**config.mk**
```make
export PLATFORM = sky130hd
export DESIGN_NAME = vga_scanout
export DESIGN_NICKNAME = d
export VERILOG_FILES = /design/src/rtl/vga_scanout.sv
export SDC_FILE = /design/constraint.sdc
export NUM_CORES = 1
export LEC_CHECK = 0
export BUFFER_PORTS_ARGS = -buffer_cell sky130_fd_sc_hd__buf_4
export CORE_ASPECT_RATIO = 0.75
export CORE_MARGIN = 3
export CORE_UTILIZATION = 58
export DETAILED_ROUTE_END_ITERATION = 12
export MAX_ROUTING_LAYER = met4
export PLACE_DENSITY_LB_ADDON = 0.2
export SYNTH_ARGS = -nofsm -noshare
export SYNTH_HDL_FRONTEND = slang
export SYNTH_SLANG_ARGS = --single-unit
```
**constraint.sdc**
```tcl
create_clock -name clk -period 2.65 [get_ports clk]
set_input_delay 0.265 -clock clk [delete_from_list [all_inputs] [get_ports clk]]
set_output_delay 0.265 -clock clk [all_outputs]
set_load 0.02 [all_outputs]
```
**src/rtl/vga_scanout.sv**
```systemverilog
// ---------------------------------------------------------------------------
// vga_scanout
//
// Scans the 8-bit intensity framebuffer produced by the Julia-set engine out
// to a VGA port. A divide-by-2 pixel enable derived from the 50 MHz system
// clock paces 640x480@60 Hz raster counters. One framebuffer read is issued
// per visible pixel. The returned intensity is clamped, mapped to 12-bit RGB,
// and emitted together with a one-pixel-delayed copy of sync and blanking, so
// that colour, hsync, vsync and blank_n all describe the same pixel.
//
// Ports
//   clk          in   50 MHz system clock
//   reset        in   asynchronous, active-high
//   calculating  in   fractal engine busy; sampled once per frame
//   fb_addr      out  framebuffer read address (y*H_ACTIVE + x)
//   fb_rd_en     out  read strobe; fb_data is valid on the following clk
//   fb_data      in   intensity word returned by the framebuffer
//   vga_r/g/b    out  4-bit colour channels
//   hsync/vsync  out  active-low sync
//   blank_n      out  high while a visible pixel is being shown
//   frame_start  out  one-clk pulse at the first pixel of each frame
//   draw_x/y     out  raster counter position, undelayed
// ---------------------------------------------------------------------------
module vga_scanout #(
  parameter int H_ACTIVE      = 640,
  parameter int H_FP          = 16,
  parameter int H_SYNC        = 96,
  parameter int H_BP          = 48,
  parameter int V_ACTIVE      = 480,
  parameter int V_FP          = 10,
  parameter int V_SYNC        = 2,
  parameter int V_BP          = 33,
  parameter int MAX_INTENSITY = 100
) (
  input  logic        clk,
  input  logic        reset,
  input  logic        calculating,
  output logic [18:0] fb_addr,
  output logic        fb_rd_en,
  input  logic [7:0]  fb_data,
  output logic [3:0]  vga_r,
  output logic [3:0]  vga_g,
  output logic [3:0]  vga_b,
  output logic        hsync,
  output logic        vsync,
  output logic        blank_n,
  output logic        frame_start,
  output logic [9:0]  draw_x,
  output logic [9:0]  draw_y
);

  localparam int H_TOTAL  = H_ACTIVE + H_FP + H_SYNC + H_BP;
  localparam int V_TOTAL  = V_ACTIVE + V_FP + V_SYNC + V_BP;

  localparam logic [9:0] H_ACT_W   = 10'(H_ACTIVE);
  localparam logic [9:0] V_ACT_W   = 10'(V_ACTIVE);
  localparam logic [9:0] H_LAST_W  = 10'(H_TOTAL - 1);
  localparam logic [9:0] V_LAST_W  = 10'(V_TOTAL - 1);
  localparam logic [9:0] HS_BEG_W  = 10'(H_ACTIVE + H_FP);
  localparam logic [9:0] HS_END_W  = 10'(H_ACTIVE + H_FP + H_SYNC);
  localparam logic [9:0] VS_BEG_W  = 10'(V_ACTIVE + V_FP);
  localparam logic [9:0] VS_END_W  = 10'(V_ACTIVE + V_FP + V_SYNC);
  localparam logic [7:0] MAX_INT_W = 8'(MAX_INTENSITY);

  // Clamp, scale to 0..15 via (i*157)>>10, and spread over a red-to-blue ramp.
  // Zero intensity, a held frame or a non-visible pixel all give black.
  function automatic logic [11:0] colour_map(input logic [7:0] data, input logic show);
    logic [7:0]  clamped;
    logic [16:0] product;
    logic [3:0]  level;
    if (data > MAX_INT_W) begin
      clamped = MAX_INT_W;
    end else begin
      clamped = data;
    end
    product = 17'(clamped) * 17'd157;
    level   = 4'(product >> 10);
    if (!show || (clamped == 8'd0)) begin
      return 12'h000;
    end else begin
      return {level, {1'b0, level[3:1]}, 4'd15 - level};
    end
  endfunction

  // State and pipeline registers
  logic        pix_en_r;
  logic [9:0]  h_cnt_r;
  logic [9:0]  v_cnt_r;
  logic [18:0] lin_addr_r;   // address of the next visible pixel to read
  logic        hold_r;
  logic        act_p1_r;     // timing of the pixel whose read is in flight
  logic        hs_p1_r;
  logic        vs_p1_r;
  logic [18:0] fb_addr_r;
  logic        fb_rd_en_r;
  logic        frame_start_r;
  logic [11:0] rgb_r;
  logic        hsync_r;
  logic        vsync_r;
  logic        blank_n_r;

  // Combinational decode
  logic        active_s;
  logic        hs_s;
  logic        vs_s;
  logic        frame_origin_s;
  logic [9:0]  h_next_s;
  logic [9:0]  v_next_s;
  logic [18:0] rd_addr_s;
  logic [18:0] addr_next_s;

  // Raster decode of the current counter position
  always_comb begin
    active_s       = (h_cnt_r < H_ACT_W) && (v_cnt_r < V_ACT_W);
    hs_s           = !((h_cnt_r >= HS_BEG_W) && (h_cnt_r < HS_END_W));
    vs_s           = !((v_cnt_r >= VS_BEG_W) && (v_cnt_r < VS_END_W));
    frame_origin_s = (h_cnt_r == 10'd0) && (v_cnt_r == 10'd0);
  end

  // Next raster position: h wraps at end of line and carries into v
  always_comb begin
    h_next_s = h_cnt_r;
    v_next_s = v_cnt_r;
    if (h_cnt_r == H_LAST_W) begin
      h_next_s = 10'd0;
      if (v_cnt_r == V_LAST_W) begin
        v_next_s = 10'd0;
      end else begin
        v_next_s = v_cnt_r + 10'd1;
      end
    end else begin
      h_next_s = h_cnt_r + 10'd1;
      v_next_s = v_cnt_r;
    end
  end

  // Linear read address: restart at the frame origin, otherwise walk forward
  always_comb begin
    if (frame_origin_s) begin
      rd_addr_s   = 19'd0;
      addr_next_s = 19'd1;
    end else begin
      rd_addr_s   = lin_addr_r;
      addr_next_s = lin_addr_r + 19'd1;
    end
  end

  // Divide-by-2 pixel enable phase
  always_ff @(posedge clk or posedge reset) begin
    if (reset) begin
      pix_en_r <= 1'b0;
    end else begin
      pix_en_r <= ~pix_en_r;
    end
  end

  // Raster counters, address accumulator and per-frame hold, stepped once per pixel
  always_ff @(posedge clk or posedge reset) begin
    if (reset) begin
      h_cnt_r    <= 10'd0;
      v_cnt_r    <= 10'd0;
      lin_addr_r <= 19'd0;
      hold_r     <= 1'b0;
    end else if (pix_en_r) begin
      h_cnt_r <= h_next_s;
      v_cnt_r <= v_next_s;
      if (active_s) begin
        lin_addr_r <= addr_next_s;
      end
      if (frame_origin_s) begin
        hold_r <= calculating;
      end
    end
  end

  // Read issue and timing capture. These load on the edge that opens the
  // pix_en clk, so strobes are high exactly during that clk and fb_data
  // returns in the clk after.
  always_ff @(posedge clk or posedge reset) begin
    if (reset) begin
      fb_addr_r     <= 19'd0;
      fb_rd_en_r    <= 1'b0;
      frame_start_r <= 1'b0;
      act_p1_r      <= 1'b0;
      hs_p1_r       <= 1'b1;
      vs_p1_r       <= 1'b1;
    end else if (!pix_en_r) begin
      fb_rd_en_r    <= active_s;
      frame_start_r <= frame_origin_s;
      act_p1_r      <= active_s;
      hs_p1_r       <= hs_s;
      vs_p1_r       <= vs_s;
      if (active_s) begin
        fb_addr_r <= rd_addr_s;
      end
    end else begin
      fb_rd_en_r    <= 1'b0;
      frame_start_r <= 1'b0;
    end
  end

  // Output stage: colour from the returned word, sync/blank from the captured
  // timing of the same pixel, all presented for the next two clks
  always_ff @(posedge clk or posedge reset) begin
    if (reset) begin
      rgb_r     <= 12'h000;
      hsync_r   <= 1'b1;
      vsync_r   <= 1'b1;
      blank_n_r <= 1'b0;
    end else if (!pix_en_r) begin
      rgb_r     <= colour_map(fb_data, act_p1_r && !hold_r);
      hsync_r   <= hs_p1_r;
      vsync_r   <= vs_p1_r;
      blank_n_r <= act_p1_r;
    end
  end

  assign fb_addr     = fb_addr_r;
  assign fb_rd_en    = fb_rd_en_r;
  assign frame_start = frame_start_r;
  assign vga_r       = rgb_r[11:8];
  assign vga_g       = rgb_r[7:4];
  assign vga_b       = rgb_r[3:0];
  assign hsync       = hsync_r;
  assign vsync       = vsync_r;
  assign blank_n     = blank_n_r;
  assign draw_x      = h_cnt_r;
  assign draw_y      = v_cnt_r;

endmodule

```
==> results by group, run 1 <==
GRT
  – Largest net degree at the start of global routing: 47
  – GRT Resource Usage Total: 0.265
  – Number of global-route vias before repair: roughly 3700
  – Gr ovfl total: 0
  – Initial antenna violation count: 0
  – Global-route wire length before repair: between 15000 and 20000 µm

Worst setup path
  – Crit. End Element: register
  – Required @ worst endpoint: just under 3000 ps
  – Critical R2R Launch: pix_en_r
  – Crit-path cells: buf_8, o21ai_4, a21oi_4, nor2_4, nand2_2, ha_4, ha_4, a21o_1, ha_4, ha_4, inv_2, fa_1, inv_1, ha_1, nand4_1, o31ai_4, a2111oi_4, or4_1, o211ai_1
  – Cell family with most CP delay: adder cells
  – Critical-path top delay cell: or4_1
  – Slowest stage delay, CP: between 500 and 600 ps
  – Setup CP Type: input pin to register
  – Critical Path Fanout Max: 5
  – Crit start category: input pin
  – CP bufs+invs: 3
  – Flop2flop setup slack: roughly 500 ps
  – Most used cell, CP: ha_4
  – RR Endpoint: lin_addr_r[18]
  – Crit path DAT: just over 4000 ps
  – R2R depth: 5

Power and ir drop
  – Final total power: between 3 and 4 mW
  – Pleak: 2.84 nW
  – IR drop worst, VDD: 404 µV
  – Power per cell area: between 500 and 600 nW/µm²

STA
  – Max-slew violation count: 0
  – Slew HR: 0.468
  – Final critical-path required period: between 3000 and 4000 ps
  – Final WS setup: -1240 ps
  – Crit share post-route: 1.47
  – Least-Margin Pin Slew: 797 ps
  – Final setup fails: 8
  – Max Freq: 257 MHz
  – Hold WS: 12.8 ps
  – Final Hold Vio Count: 0
  – Skew final: ~16 ps
  – RSZ-0062 raised after global routing: yes

Clocking
  – Clk sink count: 76
  – TritonCTS buffer count: 9
  – CTS Buffer Depth: 2
  – Clk root buf: clkbuf_8
  – H-Tree Depth: 3
  – Clock-pin slew of the registers on the worst-case setup and hold paths: 90 ps
  – Hold buffer count at cts: 0
  – Clk_lat worst skew: between 300 and 400 ps
  – CTS tree: built

Routing
  – WL/cell: 17.2 µm
  – Vias/cell: a little under 6
  – Initial DRC Count: around 240
  – DR vias: around 3900
  – ANT nets after route: 0
  – 1st-pass router iterations: 5
  – Residual DRC: 0
  – Total wire length: 11600 µm

Synth
  – Syn avg cell area: 9.97 µm²
  – Cell Area, Synth: ~4600 µm²
  – Post-synthesis sequential area ratio: 0.415
  – Synth area leader: dfrtp_1
  – Post-synth EDFFs: 0
  – Post-synth top area share: 0.392
  – Yosys cell types: 58
  – Post-Synthesis Cells: ~460
  – Synthesized flop and latch total: 76
  – Synth async-reset ratio: 1.00
  – Top cells by count, synth: 72 x dfrtp_1, 49 x inv_1, 44 x nor2_1
  – Synth Warn #: 0
  – Count leader, synth: dfrtp_1
  – Main area contributors after synthesis: dfrtp_1 39%, ha_1 10%, fa_1 4.8%, xnor2_1 4.8%, a22o_1 4.2%
  – Leading register cell type out of synthesis: dfrtp_1

Floorplanning
  – Num rows: 27
  – Die area: 9040 µm²
  – Starting Density: 0.613
  – Die W: between 100 and 150 µm
  – Core ar.: around 7500 µm²
  – Ports: 67
  – Die Span Y: a little over 80 µm

Final layout
  – Diode count: 0
  – Share of cells above drive strength 1: 0.312
  – Final core utilization: 0.791
  – Final Cell Area: 5940 µm²
  – Fin nets: 629
  – Layout area overhead: 29.2%

Status
  – Status: finished with violations
  – Failing checks: negative setup slack

Worst hold path
  – Worst hold path type: input pin to asynchronous set/reset pin

Place
  – Placement-stage cell area: 5440 µm²
  – Pre-CTS setup slack: -1720 ps
  – Post-DP HPWL: roughly 8000 µm
  – I/O Buffers: 65
  – GP Congestion: around 0.89

Job
  – MaxCap Viol Count: 0
[stage by stage]
step / std cells / TNS, ps
2_1_floorplan: 465 / -9200
3_3_place_gp: 650 / -11840
3_5_place_dp: 650 / -12420
4_1_cts: 673 / -7500
5_1_grt: 674 / -8970
6_report: 674 / -8270
[area by class of cell]
class                      instances  area, µm²
clock inverter                     5       37.5
clock buffer                      10        138
sequential                        76       1910
multi-input combinational        326       2710
fill                             488       1560
timing repair buffer             107        835
tap                              101        126
inverter                          49        184
[state kept, by name, summed over array words and instances (netlist names)]
name         count
fb_addr         19
lin_addr_r      19
draw_x          10
draw_y          10
rgb_r            8
act_p1_r         1
blank_n          1
fb_rd_en         1
frame_start      1
hold_r           1
hs_p1_r          1
hsync            1
pix_en_r         1
vs_p1_r          1
vsync            1
[power breakdown]
group	internal [mW]	leakage, nW	switching (mW)
registers	1.21	0.988	0.0352
logic	0.613	1.76	0.689
clock network	0.364	0.0848	0.455
total	2.18	2.84	1.18
[worst reg2reg max path, stage by stage, from the launching register on]
cell	delay, ps
dfrtp_1	600
nor2b_1	270
nand3_2	320
or4b_1	630
xor2_1	150
nor2_1	50
[cells by family (layout without fill, tap and decap cells)]
group | after synthesis | after routing | share of synthesized area
xor gates and xnor gates | 34 | 34 | 0.0648
AOI/OAI and AO/OA | 71 | 71 | 0.112
DFF | 76 | 76 | 0.415
buffers and inverters | 63 | 171 | 0.0575
adders and majority gates | 49 | 49 | 0.151
and+or+nand+nor | 161 | 161 | 0.185
muxes | 5 | 5 | 0.0120
other | 2 | 6 | 0.00163
[worst max path at each step]
stage | start | cells past startpoint | slack (ps) | end
3_5_place_dp | fb_data[4] | 19 | -1720 | rgb_r[3]
3_3_place_gp | fb_data[4] | 19 | -1610 | rgb_r[3]
6_report | fb_data[0] | 19 | -1240 | rgb_r[3]
2_1_floorplan | fb_data[2] | 19 | -1350 | rgb_r[3]
4_1_cts | fb_data[0] | 19 | -1050 | rgb_r[3]
5_1_grt | fb_data[0] | 19 | -1290 | rgb_r[3]
[what timing repair did]
action | 4_1_cts | 5_1_grt
gates resized for setup | 26 | 22
setup endpoints to repair | 8 | 8
setup buffers | 8 | 2
pin swaps | 26 | 21
endpoints found under the hold margin | 0 | 0
[layout by cell type (no fill, tap or decap), drive strengths merged, types with 4 or more instances in the layout]
cell type,instances
or3,4
nor2,45
clkbuf,10
dfrtp,72
o31ai,5
and2,6
ha,38
fa,11
nand3,17
conb,6
a21oi,10
xor2,9
buf,107
mux2,4
nand2,34
and3,9
inv,50
nor4,9
o21ai,18
a22o,22
nand4,12
xnor2,25
dfstp,4
nor3,12
[layer usage]
metal / part of all wire / up-vias / global-route usage
li1: - / 1804 / -
met1: 0.47 / 1970 / 0.387
met2: 0.47 / 115 / 0.388
met3: 0.048 / 17 / 0.0482
met4: 0.011 / 0 / 0.0573
met5: 0 / - / -
(Power assumes the default switching activity.)
==> run 2: changes to the inputs <==
Settings changed: CELL_PAD_IN_SITES_DETAIL_PLACEMENT from default to 1, CELL_PAD_IN_SITES_GLOBAL_PLACEMENT from default to 1, CORE_UTILIZATION 58 to 45.
==> run 2 against run 1 <==
Against the previous run: design area is 5.9% higher; highest routed layer unchanged; setup slack worse by 150 ps; final cell count is 5.2% higher; global-route usage is 0.11 points higher; critical path depth stayed put; worst hold slack better by 86 ps; the run still ends with negative setup slack left; maximum frequency is 3.8% lower; sequential cell count stayed put; routed wire length is 39% higher; critical endpoint unchanged; clock skew is 11 ps lower; clock power is 61% higher; register-to-register slack worse by 140 ps.
==> results by group, run 2 (synthesized netlist as in run 1, its figures left out) <==
Routing
  – Residual DRC: 0
  – DR WL met2: 7860 µm
  – DR vias: ~4200
  – ANT nets after route: 0
  – Vias/cell: between 5 and 6
  – Metal3 WL: 750 µm
  – Initial DRC Count: between 300 and 400
  – DR top layer: met4
  – WL/cell: about 23 µm
  – Total wire length: about 16000 µm
  – Routed length on met1: between 6000 and 7000 µm
  – 1st-pass router iterations: 5

Place
  – Post-DP HPWL: slightly above 9000 µm
  – Pre-CTS setup slack: -1760 ps
  – I/O Buffers: 65
  – GP Congestion: ~0.84

STA
  – Fin Setup TNS: -9920 ps
  – Final Hold Vio Count: 0
  – Final critical-path required period: just over 4000 ps
  – Max-slew violation count: 0
  – Max Freq: between 200 and 250 MHz
  – Skew final: 5.51 ps
  – Slew HR: 0.428
  – RSZ-0062 raised after global routing: yes
  – Final WS setup: -1390 ps
  – Crit share post-route: 1.53
  – Final setup fails: 8
  – Least-Margin Pin Slew: between 800 and 900 ps

Final layout
  – Commonest non-fill, non-tap cells in the layout: 97 x buf_4, 72 x dfrtp_1, 40 x inv_1
  – Share of cells above drive strength 1: 0.338
  – Fin nets: between 600 and 700
  – Diode count: 0
  – Most common cell after layout, fill and taps aside: buf_4
  – Final core utilization: 0.640
  – Layout area overhead: 36.8%

Worst hold path
  – Worst hold path type: input pin to asynchronous set/reset pin

Clocking
  – Clk_lat worst skew: roughly 340 ps
  – CTS Buffer Depth: 2
  – CTS tree: built
  – Hold buffer count at cts: 0
  – Clock-pin slew of the registers on the worst-case setup and hold paths: roughly 60 ps
  – Clk sink count: 76
  – TritonCTS buffer count: 9
  – H-Tree Depth: 3
  – Clk root buf: clkbuf_16

Floorplanning
  – Die W: ~120 µm
  – Starting Density: 0.468
  – Ports: 67
  – Core ar.: between 9000 and 10000 µm²
  – Num rows: 31
  – Die Span Y: about 94 µm
  – Die area: roughly 11000 µm²

Job
  – MaxCap Viol Count: 0

Worst setup path
  – CP Launch Point: fb_data[0]
  – Required @ worst endpoint: ~2900 ps
  – Slowest stage delay, CP: roughly 540 ps
  – Crit path DAT: 4290 ps
  – Critical R2R Launch: draw_x[7]
  – Logic depth of the worst path, buffers included: 19
  – Critical-path top delay cell: or4_1
  – Critical Path Fanout Max: 3
  – Crit start category: input pin
  – R2R depth: 5
  – Crit. End Element: register
  – Crit-path cells: buf_6, o21ai_4, a21oi_4, nor2_4, buf_6, buf_6, and2_4, fa_1, ha_4, inv_1, fa_1, fa_1, inv_2, ha_4, a21oi_2, o21ai_2, a2111oi_4, or4_1, o211ai_1
  – CP bufs+invs: 5
  – Setup CP Type: input pin to register
  – Cell family with most CP delay: adder cells

GRT
  – Largest net degree at the start of global routing: 40
  – GRT Resource Usage Total: 0.266
  – Global-route wire length before repair: 22900 µm
  – Number of global-route vias before repair: roughly 4300
  – Gr ovfl total: 0
  – Initial antenna violation count: 0

Power and ir drop
  – Power per cell area: around 660 nW/µm²
  – IR drop worst, VDD: approximately 390 µV
  – Pleak: between 2 and 3 nW

Status
  – Failing checks: negative setup slack
  – Status: finished with violations
## run 2: layout make-up
class	count	area [µm²]
well taps	132	165
inverters	49	184
clock buffers	12	246
clock inverters	4	72.6
flip-flops and latches	76	1910
repair buffers	110	900
fillers	1041	3530
multi-input cells	326	2810
## run 2: where the power goes
group | switching [mW] | leakage [nW] | internal, mW
registers | 0.0352 | 0.988 | 1.21
logic | 0.842 | 1.81 | 0.710
clock network | 0.473 | 0.153 | 0.849
total | 1.35 | 2.95 | 2.77
## run 2: worst paths after layout
kind | to | slack [ps]
worst max-delay path | rgb_r[3] | -1390
min in group clk | hold_r | 160
worst max register to register | lin_addr_r[18] | 360
worst min register to register | rgb_r[1] | 500
max in group asynchronous | lin_addr_r[5] | 1760
worst min-delay path | draw_y[7] | 100
## run 2: through the flow
step | hold slack (ps) | total power [mW] | cells | cell area (µm²)
3_5_place_dp | 479 | 2.28 | 680 | 5460
5_1_grt | 154 | 4.29 | 709 | 6280
2_1_floorplan | 400 | 1.90 | 465 | 4660
6_report | 99.3 | 4.12 | 709 | 6280
3_3_place_gp | 471 | 2.21 | 680 | 5460
4_1_cts | 120 | 3.81 | 703 | 6050
## run 2: routing by layer
layer / vias to the layer above / global-route usage
li1: 1812 / -
met1: 2087 / 0.344
met2: 183 / 0.430
met3: 72 / 0.0532
met4: 0 / 0.0699
met5: - / -
## run 2: timing repair
action,in CTS,in global routing
setup buffers,7,7
pin swaps,39,25
setup endpoints to repair,8,8
gates resized for setup,47,33
==> run 3: changes to the inputs <==
==> constraint.sdc (replaced) <==
create_clock -name clk -period 2.65 [get_ports clk]
set_input_delay 0.3975 -clock clk [delete_from_list [all_inputs] [get_ports clk]]
set_output_delay 0.3975 -clock clk [all_outputs]
set_load 0.02 [all_outputs]
==> run 3 against run 2 <==
Against the previous run: the flow still finishes with violations (negative setup slack); worst hold slack better by 82 ps; sequential share of layout area grew 0.34 points; final cell count is 0.14% lower; non-clock buffer count fell by 1; setup slack gained 120 ps; sequential power about the same; power fell by 2.0%; core utilization fell by 0.71 points; global-route usage is essentially flat.
==> results by group, run 3 (synthesized netlist as in run 1, its figures left out) <==
STA
  – Max Freq: 255 MHz
  – Final critical-path required period: around 3900 ps
  – Final Hold Vio Count: 0
  – Slew HR: 0.394
  – Skew final: 6.64 ps
  – Final WS setup: -1280 ps
  – Crit share post-route: 1.48
  – Fin Setup TNS: -9780 ps
  – Max-slew violation count: 0
  – RSZ-0062 raised after global routing: yes
  – Least-Margin Pin Slew: between 900 and 1000 ps
  – Final setup fails: 8

Worst setup path
  – CP bufs+invs: 4
  – Crit path DAT: approximately 4200 ps
  – Most used cell, CP: buf_4
  – Critical-path top delay cell: fa_1
  – Flop2flop setup slack: 400 ps
  – Crit-path cells: buf_4, buf_4, nor2_1, inv_1, buf_4, fa_1, ha_1, fa_1, ha_1, ha_4, nand2_1, o21ai_4, a2111oi_4, or4_1, o211ai_1
  – Setup CP Type: input pin to register
  – Crit start category: input pin
  – Critical Path Fanout Max: 6
  – Required @ worst endpoint: approximately 2900 ps
  – Cell family with most CP delay: adder cells
  – Crit. End Element: register
  – Slowest stage delay, CP: around 500 ps

Final layout
  – Register area: 1910 µm²
  – Layout area overhead: 35.3%
  – Fillers: about 1100
  – Commonest non-fill, non-tap cells in the layout: 100 x buf_4, 72 x dfrtp_1, 41 x inv_1
  – Diode count: 0
  – Finished Layout Cells: 708
  – Fin nets: around 630
  – Share of cells above drive strength 1: 0.333
  – Most common cell after layout, fill and taps aside: buf_4
  – Area of the multi-input gates: between 2000 and 3000 µm²

Status
  – Failing checks: negative setup slack
  – Status: finished with violations

Power and ir drop
  – IR drop worst, VDD: between 300 and 400 µV
  – Pleak: a little under 3 nW
  – Final total power: ~4.0 mW
  – Power per cell area: ~650 nW/µm²

Clocking
  – Clock-pin slew of the registers on the worst-case setup and hold paths: approximately 60 ps
  – Clk_lat worst skew: 340 ps
  – TritonCTS buffer count: 9
  – Clk root buf: clkbuf_16
  – CTS tree: built
  – CTS Buffer Depth: 2
  – Clk sink count: 76
  – H-Tree Depth: 3

Floorplanning
  – Starting Density: 0.468
  – Core ar.: between 9000 and 10000 µm²
  – Num rows: 31
  – Ports: 67
  – Die area: 11500 µm²
  – Die Span Y: between 90 and 100 µm
  – Die W: approximately 120 µm

Job
  – MaxCap Viol Count: 0

GRT
  – Largest net degree at the start of global routing: 34
  – Global-route wire length before repair: ~23000 µm
  – Number of global-route vias before repair: 4276
  – Initial antenna violation count: 0
  – Gr ovfl total: 0
  – GRT Resource Usage Total: 0.265

Place
  – Post-DP HPWL: around 9300 µm
  – GP Congestion: around 0.84
  – Placed insts: 681
  – I/O Buffers: 65

Routing
  – ANT nets after route: 0
  – Residual DRC: 0
  – 1st-pass router iterations: 4
  – WL/cell: about 21 µm
  – DR vias: 4037
  – Vias/cell: roughly 5.7
  – Initial DRC Count: roughly 220
  – Total wire length: 15200 µm

Worst hold path
  – Worst hold path type: input pin to asynchronous set/reset pin
-- run 3: cell count changes in the layout (fill, tap and decap cells not counted), sizes merged --
cell	before	now
clkbuf	12	9
clkinv	1	3
buf	110	109
bufinv	2	1
clkinvlp	1	2
inv	49	50
-- run 3: worst paths after layout --
check | from | endpoint | cells after the start
worst min register to register | rgb_r[1] | rgb_r[1] | 2
worst min-delay path | reset | draw_y[8] | 2
max in group asynchronous | reset | fb_addr[7] | 3
worst max-delay path | fb_data[7] | rgb_r[3] | 15
min in group clk | calculating | hold_r | 2
worst max register to register | draw_x[7] | fb_addr[13] | 4
-- run 3: power by group --
part | leakage (nW) | switching, mW | internal (mW)
Clock | 0.142 | 0.522 | 0.734
Sequential | 0.988 | 0.0360 | 1.21
Combinational | 1.79 | 0.826 | 0.707
-- run 3: worst reg2reg max path, cell delays in order (launching register included) --
cell	delay (ps)
dfrtp_1	510
o21ai_1	370
nand3_1	250
nor2_2	750
a22o_1	290
-- run 3: metal layers --
| metal | part of all wire | wire (µm) | up-vias | global-route usage |
|---|---|---|---|---|
| met2 | 0.50 | 7680 | 136 | 0.431 |
| met3 | 0.042 | 632 | 40 | 0.0490 |
| met1 | 0.42 | 6440 | 2049 | 0.337 |
| met4 | 0.030 | 463 | 0 | 0.0885 |
| li1 | - | - | 1812 | - |
| met5 | 0 | 0 | - | - |
-- run 3: repair_timing --
item / CTS / global route
setup buffers: 5 / 7
hold buffers: 0 / 0
resized for setup: 49 / 23
endpoints found under the setup margin: 8 / 8
pin swaps: 39 / 8
-- run 3: area by class of cell --
type / instances / area share
inverter: 49 / 0.0296
tap: 132 / 0.0266
clock inverter: 7 / 0.0123
multi-input combinational: 326 / 0.450
sequential: 76 / 0.307
clock buffer: 9 / 0.0362
timing repair buffer: 109 / 0.138
-- run 3: per-stage QoR --
stage	hold slack (ps)	util	instance area (µm²)	setup WS [ps]
finish	182	0.633	6210	-1280
global route	232	0.633	6210	-1410
CTS	198	0.615	6030	-1140
detailed placement	485	0.557	5470	-1910
global placement	475	0.557	5470	-1730
floorplan	453	-	4660	-1490
